`src/rtl/wbuf_pkg.sv`:
```
// Shared types for the posted-write buffer: buffered entry layout and drain FSM states.
// Entry field widths here set the default address/data widths of mem_write_buffer.
package wbuf_pkg;

    localparam int WBUF_AW = 32;
    localparam int WBUF_DW = 32;
    localparam int WBUF_BW = WBUF_DW / 8;

    typedef struct packed {
        logic [WBUF_AW-1:0] addr;
        logic [WBUF_BW-1:0] be;
        logic [WBUF_DW-1:0] wdata;
    } wbuf_entry_t;

    localparam int WBUF_EW = $bits(wbuf_entry_t);

    typedef enum logic [2:0] {
        IDLE   = 3'd0,
        WR_REQ = 3'd1,
        WR_RSP = 3'd2,
        RD_REQ = 3'd3,
        RD_RSP = 3'd4
    } wbuf_state_e;

endpackage

```
`src/rtl/wbuf_fifo.sv`:
```
// Synchronous DEPTH-entry FIFO of write entries; head readable combinationally, 1-cycle push-to-visible.
// Push is ignored when full, pop when empty; with WBUF_FWD_EN all entries are exposed oldest-first.
module wbuf_fifo
    import wbuf_pkg::*;
#(
    parameter int DEPTH = 4
) (
    input  logic                     clk,
    input  logic                     rst_n,
    input  logic                     push_i,
    input  logic [WBUF_EW-1:0]       push_dat_i,
    input  logic                     pop_i,
    output logic [WBUF_EW-1:0]       head_o,
    output logic                     full_o,
    output logic                     empty_o
`ifdef WBUF_FWD_EN
    ,
    output logic [DEPTH*WBUF_EW-1:0] entries_o,
    output logic [DEPTH-1:0]         valid_o
`endif
);
    localparam int IW = $clog2(DEPTH);
    localparam int PW = IW + 1;

    logic [PW-1:0]      wr_ptr_q, wr_ptr_d;
    logic [PW-1:0]      rd_ptr_q, rd_ptr_d;
    logic [WBUF_EW-1:0] mem_q [DEPTH];
    logic               do_push, do_pop;

    // Extra pointer MSB distinguishes full from empty when the index bits coincide.
    assign empty_o = (wr_ptr_q == rd_ptr_q);
    assign full_o  = (wr_ptr_q[PW-1] != rd_ptr_q[PW-1]) && (wr_ptr_q[IW-1:0] == rd_ptr_q[IW-1:0]);
    assign do_push = push_i & ~full_o;
    assign do_pop  = pop_i & ~empty_o;
    assign head_o  = mem_q[rd_ptr_q[IW-1:0]];

    always_comb begin
        wr_ptr_d = wr_ptr_q + PW'(do_push);
        rd_ptr_d = rd_ptr_q + PW'(do_pop);
    end

    always_ff @(posedge clk) begin
        if (!rst_n) begin
            wr_ptr_q <= '0;
            rd_ptr_q <= '0;
        end else begin
            wr_ptr_q <= wr_ptr_d;
            rd_ptr_q <= rd_ptr_d;
        end
    end

    always_ff @(posedge clk) begin
        if (do_push) begin
            mem_q[wr_ptr_q[IW-1:0]] <= push_dat_i;
        end
    end

`ifdef WBUF_FWD_EN
    logic [PW-1:0] count;
    assign count = wr_ptr_q - rd_ptr_q;

    for (genvar k = 0; k < DEPTH; k++) begin : g_age
        logic [IW-1:0] idx;
        assign idx = rd_ptr_q[IW-1:0] + IW'(k);
        assign entries_o[k*WBUF_EW +: WBUF_EW] = mem_q[idx];
        assign valid_o[k] = (PW'(k) < count);
    end
`endif

endmodule

```
`src/rtl/mem_write_buffer.sv`:
```
// Posted-write buffer: writes ack next cycle and drain in order; reads wait for drain (4-cycle latency at gnt=1).
// Write gnt drops while full or a read is pending; read gnt needs empty+idle. WBUF_FWD_EN adds full-be read forwarding.
module mem_write_buffer
    import wbuf_pkg::*;
#(
    parameter int DEPTH      = 4,
    parameter int ADDR_WIDTH = WBUF_AW,
    parameter int DATA_WIDTH = WBUF_DW
) (
    input  logic                      clk,
    input  logic                      rst_n,
    input  logic                      up_req_i,
    output logic                      up_gnt_o,
    output logic                      up_rvalid_o,
    input  logic [ADDR_WIDTH-1:0]     up_addr_i,
    input  logic                      up_we_i,
    input  logic [DATA_WIDTH/8-1:0]   up_be_i,
    input  logic [DATA_WIDTH-1:0]     up_wdata_i,
    output logic [DATA_WIDTH-1:0]     up_rdata_o,
    output logic                      mem_req_o,
    input  logic                      mem_gnt_i,
    input  logic                      mem_rvalid_i,
    output logic [ADDR_WIDTH-1:0]     mem_addr_o,
    output logic                      mem_we_o,
    output logic [DATA_WIDTH/8-1:0]   mem_be_o,
    output logic [DATA_WIDTH-1:0]     mem_wdata_o,
    input  logic [DATA_WIDTH-1:0]     mem_rdata_i
);
    wbuf_entry_t        push_ent, head_ent;
    logic [WBUF_EW-1:0] head_flat;
    logic               full, empty, pop;
    logic               wr_gnt, rd_gnt, fwd_gnt;
    logic [DATA_WIDTH-1:0] fwd_dat;

    wbuf_state_e           state_q, state_d;
    logic                  rd_pend_q, rd_pend_d;
    logic [ADDR_WIDTH-1:0] rd_addr_q, rd_addr_d;
    logic                  rsp_vld_q, rsp_vld_d;
    logic [DATA_WIDTH-1:0] rsp_dat_q, rsp_dat_d;
    logic                  wr_rsp_q, wr_rsp_d;

    assign push_ent = '{addr: up_addr_i, be: up_be_i, wdata: up_wdata_i};
    assign head_ent = wbuf_entry_t'(head_flat);

`ifdef WBUF_FWD_EN
    logic [DEPTH*WBUF_EW-1:0] fifo_ents;
    logic [DEPTH-1:0]         fifo_vld;
    logic                     fwd_hit;
    wbuf_entry_t              cand;

    wbuf_fifo #(.DEPTH(DEPTH)) u_fifo (
        .clk        (clk),
        .rst_n      (rst_n),
        .push_i     (wr_gnt),
        .push_dat_i (push_ent),
        .pop_i      (pop),
        .head_o     (head_flat),
        .full_o     (full),
        .empty_o    (empty),
        .entries_o  (fifo_ents),
        .valid_o    (fifo_vld)
    );

    // Entries are scanned oldest-first so the youngest matching write decides.
    always_comb begin
        fwd_hit = 1'b0;
        fwd_dat = '0;
        cand    = '0;
        for (int k = 0; k < DEPTH; k++) begin
            cand = wbuf_entry_t'(fifo_ents[k*WBUF_EW +: WBUF_EW]);
            if (fifo_vld[k] && (cand.addr == up_addr_i)) begin
                fwd_hit = &cand.be;
                fwd_dat = cand.wdata;
            end
        end
    end

    assign fwd_gnt = up_req_i & ~up_we_i & ~empty & fwd_hit & ~rd_pend_q;
`else
    wbuf_fifo #(.DEPTH(DEPTH)) u_fifo (
        .clk        (clk),
        .rst_n      (rst_n),
        .push_i     (wr_gnt),
        .push_dat_i (push_ent),
        .pop_i      (pop),
        .head_o     (head_flat),
        .full_o     (full),
        .empty_o    (empty)
    );

    assign fwd_gnt = 1'b0;
    assign fwd_dat = '0;
`endif

    // full comes from registered pointers only, so a same-cycle pop never opens the write grant.
    assign wr_gnt   = up_req_i & up_we_i & ~full & ~rd_pend_q;
    assign rd_gnt   = up_req_i & ~up_we_i & empty & (state_q == IDLE) & ~rd_pend_q & ~wr_rsp_q;
    assign up_gnt_o = wr_gnt | rd_gnt | fwd_gnt;

    assign up_rvalid_o = rsp_vld_q;
    assign up_rdata_o  = rsp_dat_q;

    always_comb begin
        state_d     = state_q;
        pop         = 1'b0;
        rd_pend_d   = rd_pend_q;
        rd_addr_d   = rd_addr_q;
        rsp_vld_d   = 1'b0;
        rsp_dat_d   = '0;
        wr_rsp_d    = wr_gnt;
        mem_req_o   = 1'b0;
        mem_we_o    = 1'b0;
        mem_addr_o  = '0;
        mem_be_o    = '0;
        mem_wdata_o = '0;

        if (wr_gnt) begin
            rsp_vld_d = 1'b1;
        end
        if (rd_gnt) begin
            rd_pend_d = 1'b1;
            rd_addr_d = up_addr_i;
        end
        if (fwd_gnt) begin
            rsp_vld_d = 1'b1;
            rsp_dat_d = fwd_dat;
        end

        case (state_q)
            IDLE: begin
                if (!empty) begin
                    state_d = WR_REQ;
                end else if (rd_pend_q) begin
                    state_d = RD_REQ;
                end
            end
            WR_REQ: begin
                mem_req_o   = 1'b1;
                mem_we_o    = 1'b1;
                mem_addr_o  = head_ent.addr;
                mem_be_o    = head_ent.be;
                mem_wdata_o = head_ent.wdata;
                if (mem_gnt_i) begin
                    pop     = 1'b1;
                    state_d = WR_RSP;
                end
            end
            WR_RSP: begin
                if (mem_rvalid_i) begin
                    state_d = IDLE;
                end
            end
            RD_REQ: begin
                mem_req_o  = 1'b1;
                mem_addr_o = rd_addr_q;
                mem_be_o   = '1;
                if (mem_gnt_i) begin
                    state_d = RD_RSP;
                end
            end
            RD_RSP: begin
                if (mem_rvalid_i) begin
                    rsp_vld_d = 1'b1;
                    rsp_dat_d = mem_rdata_i;
                    rd_pend_d = 1'b0;
                    state_d   = IDLE;
                end
            end
            default: state_d = IDLE;
        endcase
    end

    always_ff @(posedge clk) begin
        if (!rst_n) begin
            state_q   <= IDLE;
            rd_pend_q <= 1'b0;
            rd_addr_q <= '0;
            rsp_vld_q <= 1'b0;
            rsp_dat_q <= '0;
            wr_rsp_q  <= 1'b0;
        end else begin
            state_q   <= state_d;
            rd_pend_q <= rd_pend_d;
            rd_addr_q <= rd_addr_d;
            rsp_vld_q <= rsp_vld_d;
            rsp_dat_q <= rsp_dat_d;
            wr_rsp_q  <= wr_rsp_d;
        end
    end

endmodule

```
`config.mk`:
```
export PLATFORM = sky130hd
export DESIGN_NAME = mem_write_buffer
export DESIGN_NICKNAME = d
export VERILOG_FILES = /design/src/rtl/wbuf_pkg.sv /design/src/rtl/wbuf_fifo.sv /design/src/rtl/mem_write_buffer.sv
export SDC_FILE = /design/constraint.sdc
export NUM_CORES = 1
export LEC_CHECK = 0
export CORE_AREA = 8 8 183 272
export DETAILED_ROUTE_END_ITERATION = 12
export DIE_AREA = 0 0 191 280
export SETUP_SLACK_MARGIN = 0.3
export SLEW_MARGIN = 20
export SYNTH_ARGS = -nofsm -noshare
export SYNTH_HDL_FRONTEND = slang
export SYNTH_HIERARCHICAL = 1
export SYNTH_SLANG_ARGS = --single-unit
```
`constraint.sdc`:
```
create_clock -name clk -period 13.95 [get_ports clk]
set_clock_uncertainty 0.1 [all_clocks]
set_input_delay 3.4875 -clock clk [delete_from_list [all_inputs] [get_ports clk]]
set_output_delay 3.4875 -clock clk [all_outputs]
set_load 0.01 [all_outputs]
```
==> After elaboration in Yosys (flattened, before gate mapping) <==
Memory sizes are Yosys's and may differ from the RTL's. A register that Yosys moved wholly into a read port is not among the register bits.
Cells that the tools add are included.
{ "totals": {"reg_bits": 76, "ramBits": 272, "inputBits": 106, "out_inout_bits": 104, "word_cells": 66, "n_memories": 1} }
{ "mem_list": {"columns": ["memory", "words", "width", "rd", "rd_ports_with_merged_regs", "write_ports", "line", "text"], "rows": [
  ["u_fifo.mem_q", 4, 68, 1, 1, 1, "wbuf_fifo.sv:27", "logic [WBUF_EW-1:0] mem_q [DEPTH];"]
]} }
{ "classes": {"addsub": 2, "n_eq_ne": 11, "n_mux": 22, "bitwise": 16, "n_reduce_logical": 6} }
{ "op_table": {"columns": ["cell", "n"], "rows": [
  ["$pmux 32 s2", 1],
  ["$mux 32", 1],
  ["$mux 3", 5],
  ["$mux 1", 12],
  ["$pmux 3 s4", 1],
  ["$and 1x1->1", 10],
  ["$pmux 4 s2", 1],
  ["$add 3x1->3", 2],
  ["$eq 3x2->1 const B", 2],
  ["$not 1->1", 5],
  ["$ne 2x2->1 const B", 2],
  ["$reduce_and 4->1", 1],
  ["$reduce_or 2->1", 2],
  ["$eq 3x1->1 const B", 1],
  ["$eq 3x3->1", 1],
  ["$eq 3x3->1 const B", 1],
  ["$logic_not 3->1", 1],
  ["$ne 3x3->1 const B", 1],
  ["$reduce_and 3->1", 1],
  ["$eq 2x2->1", 1],
  ["$mux 2", 1],
  ["$ne 2x1->1 const B", 1],
  ["$logic_and 1x1->1", 1],
  ["$ne 1x1->1", 1],
  ["$or 1x1->1", 1]
]} }

==> Depth between registers and ports, before layout <==
Gate-level depths: netlist (run 1).
{ "logic_depth": {"depth_word": 9, "mapped_depth": 11} }

==> Modules after synthesis <==
The synthesis (run 1) kept the hierarchy.
{ "modules_own_cells": {"columns": ["module", "instances", "cells_each", "area_each_um2", "seq_area_each_um2"], "rows": [
  ["wbuf_fifo", 1, 392, 10356.2, 8287.9],
  ["mem_write_buffer", 1, 374, 3214.3, 1401.3]
]} }

==> Worst setup path after synthesis (run 1) <==
OpenSTA, ideal clock, no wires.
{ "synth_path": {"path_kind": "input port to flip-flop", "start": "input port up_req_i", "end": "memory u_fifo/mem_q[2][0] (netlist bit), enable pin", "setup_time_ns": 0.617, "arrival_time_ns": 9.052, "required_time_ns": 13.233, "setup_slack_ns": 4.182, "stages": 3, "path_buffers": 0, "cell_sequence": "and4bb_2 > nand2_1 > a311oi_1"} }
{ "synth_between": {"elab_chain_cells": 6} }
{ "synth_rtl": {"columns": ["element", "line", "text"], "rows": [
  ["start, declared", "mem_write_buffer.sv:12", "input logic up_req_i,"],
  ["$and 1x1->1 (3 in series)", "mem_write_buffer.sv:96", "assign wr_gnt = up_req_i & up_we_i & ~full & ~rd_pend_q;"],
  ["$and 1x1->1", "wbuf_fifo.sv:33", "assign do_push = push_i & ~full_o;"],
  ["$mux 1", "wbuf_fifo.sv:53", "if (do_push) begin"],
  ["$mux 1 (not written as such)", "wbuf_fifo.sv:54", "mem_q[wr_ptr_q[IW-1:0]] <= push_dat_i;"],
  ["end, declared", "wbuf_fifo.sv:27", null]
]} }
Every way passes these cells.

==> Worst setup path after layout (run 1) <==
{ "layout_path": {"start": "input port up_we_i", "end": "output port up_gnt_o"} }
{ "layout_between": {"word_cells_on_any_way": 10, "cone_classes": "bitwise: 10"} }
{ "layout_rtl": {"columns": ["element", "line", "text"], "rows": [
  ["start, declared", "mem_write_buffer.sv:16", "input logic up_we_i,"],
  ["$and 1x1->1 (3 in series)", "mem_write_buffer.sv:96", null],
  ["named net wr_gnt", "mem_write_buffer.sv:32", "logic wr_gnt, rd_gnt, fwd_gnt;"],
  ["$or 1x1->1", "mem_write_buffer.sv:98", "assign up_gnt_o = wr_gnt | rd_gnt | fwd_gnt;"],
  ["end, declared", "mem_write_buffer.sv:13", "output logic up_gnt_o,"]
]} }
The timed path passes the listed nets, and every way through them passes these cells.

==> run metrics, run 1 <==
fin. max-slew vios=0; final count of negative-setup-slack endpoints=0; global route overflow=0; post-synthesis area per instance=17.7 sq um; R2R cell count=7; Final Hold Viols=0; RD Place Congestion=0.658; Post-Place Worst Slack=5.32 ns; post-DR wirelength/cell=20.5 um; nets=1087; # hold bufs at CTS=0; I/O pin total=210; Synth Instances=766; CTS Buffer Depth=3; Non-Filler Instances=1603; initial core utilization=0.295; max cap viols=0; Worst Setup End Kind=primary output; crit-path max cell delay=0.55 ns; Worst path slowest cell=clkdlybuf4s50_1; final worst slack=5.31 ns; power per unit of standard cell area=139 nW/um^2; detailed placement HPWL=19700 um; Post-CTS Setup Repair Bufs=0; Max-slew headroom=0.290; Final ANT Viol Nets=0; Area contributors post-synth=edfxtp_1 60%, dfxtp_1 11%, mux4_1 7.9%; crit path DAT=5.05 ns; Seq/Total Area, Yosys=0.714; Final Util=0.381; maximum vdd drop=109 uV; post-synth top area share=0.602; Clk Latency, worst-skew pair=0.52 ns; DRT iter0 DRCs=357; port buffer count=209; mux share of post-synthesis cell area=0.148; Worst Path Required=10.36 ns; CP Launch Type=input port; CTS root buf=clkbuf_16; P&R area growth vs syn=29.1%; hold path cells=2; row count=97; fmax=0.116 GHz; first-pass GRT wire length=50100 um; Synth Area in Simple Gates=0.0705; GRT Util Overall=0.122; initial antenna violation count=3; share of cells above drive strength 1=0.116; CTS tree=yes; Vias=7584; vias in the first global route=8333; Leakage Power=5.78 nW; Post-Route WL=32900 um; Synth Warn #=6; clock-pin slew on the worst setup and hold paths=0.06 ns; crit-path cells=clkdlybuf4s50_1 > and4bb_2 > a21o_1 > clkdlybuf4s50_1; Period minus WS final=8.64 ns; CORE AREA=46000 sq um; adder-cell share of the synthesized area=0.00369; Setup TNS=0 ns; xor/xnor cell area share of the yosys netlist=0.00507; post-synth top area cell=edfxtp_1; Filler cells=4272; RSZ-0062 raised after global routing=false; CP Max Fanout=8; synth unique cells=42; Tot Pwr=2.44 mW; Slew @ Worst Pin=1.06 ns; Compound-Gate Fraction of Synth Area=0.0333; post-CTS sizing=0; die area=53500 sq um; Placed Cells=1533; Cell Area, Synth=13600 sq um; largest net degree at the start of global routing=71; fin crit share=0.619; status=finished, final reports clean; WS Path Type=in -> out; drc violations=0; clk sink count=348; crit-path most repeated cell=clkdlybuf4s50_1; die height=280 um; classification of the worst-slack hold path=reg -> reg; Yosys reg bits=348; TritonRoute pass-1 iters=5; largest family of logic cells by synthesized area=multiplexers; Clock H-tree levels=2; CTS Buf Count=35; vias per inst=4.73; Syn Nets=876; die width=191 um
[path summary, 6_finish.rpt]
check	startpoint	slack [ns]	end
max	up_we_i	5.31	up_gnt_o
min	rd_addr_q[18]$_SDFFE_PN0P_	0.36	rd_addr_q[18]$_SDFFE_PN0P_
max reg2reg	u_fifo/rd_ptr_q[0]$_SDFF_PN0_	9.42	u_fifo/mem_q[3][35]$_DFFE_PP_
min reg2reg	rd_addr_q[18]$_SDFFE_PN0P_	0.36	rd_addr_q[18]$_SDFFE_PN0P_
[flip-flops by register name, indices dropped and copies added, names as in the netlist]
register / count
wr_rsp_q: 1
u_fifo/wr_ptr_q: 3
up_rvalid_o: 1
up_rdata_o: 32
u_fifo/mem_q: 272
state_q: 3
rd_pend_q: 1
u_fifo/rd_ptr_q: 3
rd_addr_q: 32
[layout make-up]
type                    instances  area, sq um  area share
diodes                          5         12.5    0.000714
inverters                       5         18.8     0.00107
repair buffers                225         2250       0.129
flip-flops and latches        348         9700       0.554
multi-input cells             362         3600       0.205
clock buffers                  48         1020      0.0581
clock inverters                16          173     0.00986
well taps                     594          743      0.0424
[stage by stage]
stage               cell area (sq um)  hold slack (ns)
floorplan                       13600            0.343
global placement                16300            0.347
detailed placement              16300            0.358
CTS                             17500            0.366
global route                    17500            0.392
finish                          17500            0.363
[cells in the mapped netlist]
master and number:
nand3b_1 2, nand2b_1 1, mux4_1 41, or4b_4 2, a311oi_1 2, a21o_1 1
nor3b_1 1, nor3_1 2, nand3_1 34, xnor2_1 1, and3_1 34, o21ai_0 5
or3b_2 1, inv_1 4, a2111oi_0 1, and2_1 39, buf_12 1, nor2_1 44
ha_1 4, edfxtp_1 272, buf_6 12, and4_1 1, nor2b_1 1, nor4b_4 2
buf_2 16, clkbuf_1 19, dfxtp_1 76, a31oi_1 5, nand2_1 2, inv_2 1
xnor2_2 1, o21ai_1 28, mux4_2 27, xor2_1 5, o311a_1 1, or2b_1 1
a21oi_1 37, buf_4 3, and4bb_2 1, o31a_1 1, o21ai_2 2, mux2i_1 32
[cells by family after synthesis]
kind of cell	after synthesis
adders and majority gates	4
AOI/OAI and AO/OA	83
xor gates and xnor gates	7
DFF	348
muxes	100
and+or+nand+nor	168
buffers and inverters	56
[layout by cell type (no fill, tap or decap), drive strengths merged, types with 4 or more instances in the layout]
cell	count
mux2i	32
and2	39
inv	9
and3	34
nand3	34
a21oi	37
dfxtp	76
clkbuf	48
clkinv	9
clkdlybuf4s50	209
diode	5
xor2	5
ha	4
o21ai	35
buf	16
mux4	68
nor2	44
a31oi	5
edfxtp	272
[report_power, final]
group / total (mW) / switching (mW) / leakage, nW / internal [mW]
combinational: 0.310 / 0.176 / 2.11 / 0.134
clock: 0.961 / 0.389 / 0.586 / 0.571
sequential: 1.17 / 0.0182 / 3.09 / 1.15
total: 2.44 / 0.584 / 5.78 / 1.86
[per-layer routing]
metal	GRT usage	vias up	routed length [um]
met5	0	-	13
met4	0.0391	2	801
met3	0.0425	54	2620
met2	0.211	232	16600
met1	0.139	3831	12900
li1	-	3465	-
[critical path: cells and delay by family]
kind | cells | cell delay [ns]
compound gates | 1 | 0.11
buf+inv | 2 | 1.08
simple gates | 1 | 0.37
(Power assumes the default switching activity.)
==> inputs of run 2 (changes only) <==
clock period = 7.1 ns   (was 13.95 ns; I/O delays follow)
==> run 2 against run 1 <==
Against the previous run:
- largest power group unchanged
- wire length is 2.1% higher
- cell count is 0.44% lower
- non-clock buffer count is 3 lower
- die area stayed put
- combinational power is 98% higher
- core utilization hardly changed
- global-route usage is 0.26 points higher
- count of clock-buffer cells in the layout is 6 lower
==> run metrics, run 2 (synthesis gave the netlist of run 1 again) <==
CTS tree=yes; die width=191 um; Vias=7501; clock-pin slew on the worst setup and hold paths=0.07 ns; max FFs per register=272; Comb pwr share=0.127; post-CTS sizing=0; Flop pwr share=0.477; Filler cells=4201; CP Launch Type=register; Max-slew headroom=0.338; crit-path max cell delay=0.81 ns; classification of the worst-slack hold path=reg -> reg; Period minus WS final=5.37 ns; detailed placement HPWL=19700 um; Worst Setup End Kind=primary output; DRT iter0 DRCs=294; global route overflow=0; die area=53500 sq um; maximum vdd drop=174 uV; first-pass GRT wire length=50600 um; sw frac=0.240; most frequent cells in the layout=272 x edfxtp_1, 209 x clkdlybuf4s50_1, 73 x dfxtp_1; Worst path slowest cell=or2b_2; R2R cell count=6; max cap viols=0; Clock H-tree levels=2; initial antenna violation count=3; CORE AREA=46000 sq um; commonest non-fill, non-tap cell in the layout=edfxtp_1; Final Hold Viols=0; die height=280 um; Setup TNS=0 ns; crit path DAT=3.49 ns; drc violations=0; P&R area growth vs syn=29.0%; port buffer count=209; CTS root buf=clkbuf_16; Worst Path Required=5.22 ns; Leakage Power=5.77 nW; fmax=0.186 GHz; power per unit of standard cell area=276 nW/um^2; CP Max Fanout=38; row count=97; GRT Util Overall=0.125; Net Sw Power=1.16 mW; RSZ-0062 raised after global routing=false; share of cells above drive strength 1=0.112; Clk Latency, worst-skew pair=0.52 ns; # hold bufs at CTS=0; fin crit share=0.756; vias per inst=4.70; Slew @ Worst Pin=0.986 ns; internal power=3.67 mW; initial core utilization=0.295; final count of negative-setup-slack endpoints=0; Final ANT Viol Nets=0; WS Path Type=reg -> out; hold path cells=2; post-DR wirelength/cell=21.0 um; crit-path cells=or2b_2 > inv_1 > buf_4 > and3_1 > clkdlybuf4s50_1; power share of the clock group=0.396; status=finished, final reports clean; TritonRoute pass-1 iters=5; CTS Buffer Depth=3; clk sink count=348; fin. max-slew vios=0; CTS Buf Count=35; largest net degree at the start of global routing=69; Post-Route WL=33600 um; vias in the first global route=8273; nets=1084; Post-CTS Setup Repair Bufs=0; I/O pin total=210; RD Place Congestion=0.682; worst hold slack=0.364 ns
-- run 2: power by group through the flow --
stage | clock (mW) | sequential, mW | combinational [mW]
floorplan | 0 | 2.33 | 0.351
global placement | 0 | 2.34 | 0.624
detailed placement | 0 | 2.35 | 0.627
CTS | 1.98 | 2.30 | 0.629
global route | 2.04 | 2.31 | 0.662
finish | 1.91 | 2.30 | 0.614
-- run 2: critical path, delay by kind of cell, from the launching register on --
family        cells  cell delay [ns]
buf+inv           3             1.26
simple gates      2             1.05
flops             1             0.63
-- run 2: layer usage --
metal	track usage	vias up	wire, um
met5	0	-	11
met1	0.137	3761	12800
li1	-	3448	-
met2	0.222	237	17400
met3	0.0408	53	2470
met4	0.0435	2	913
-- run 2: area by class of cell --
class	count	area, sq um	share of cell area
Clock inverter	21	236	0.0135
Sequential cell	348	9700	0.554
Timing Repair Buffer	222	2250	0.128
Inverter	5	18.8	0.00107
Clock buffer	42	955	0.0546
Tap cell	594	743	0.0425
Antenna cell	2	5.00	0.000286
Multi-Input combinational cell	362	3600	0.206
-- run 2: metrics by stage --
step	cells	cell area, sq um	setup slack (ns)	utilization	power (mW)
after floorplan	766	13600	0.505	-	2.68
after global placement	1530	16300	1.75	0.354	2.97
after detailed placement	1530	16300	1.75	0.354	2.98
after CTS	1593	17500	1.60	0.380	4.91
after global routing	1596	17500	1.43	0.380	5.01
final	1596	17500	1.73	0.380	4.83
-- run 2: final timing paths --
check | from | to | slack (ns)
min | rd_addr_q[18]$_SDFFE_PN0P_ | rd_addr_q[18]$_SDFFE_PN0P_ | 0.36
min reg2reg | rd_addr_q[18]$_SDFFE_PN0P_ | rd_addr_q[18]$_SDFFE_PN0P_ | 0.36
max reg2reg | u_fifo/rd_ptr_q[0]$_SDFF_PN0_ | u_fifo/mem_q[0][24]$_DFFE_PP_ | 3.55
max | state_q[2]$_SDFFE_PN0P_ | mem_wdata_o[23] | 1.73
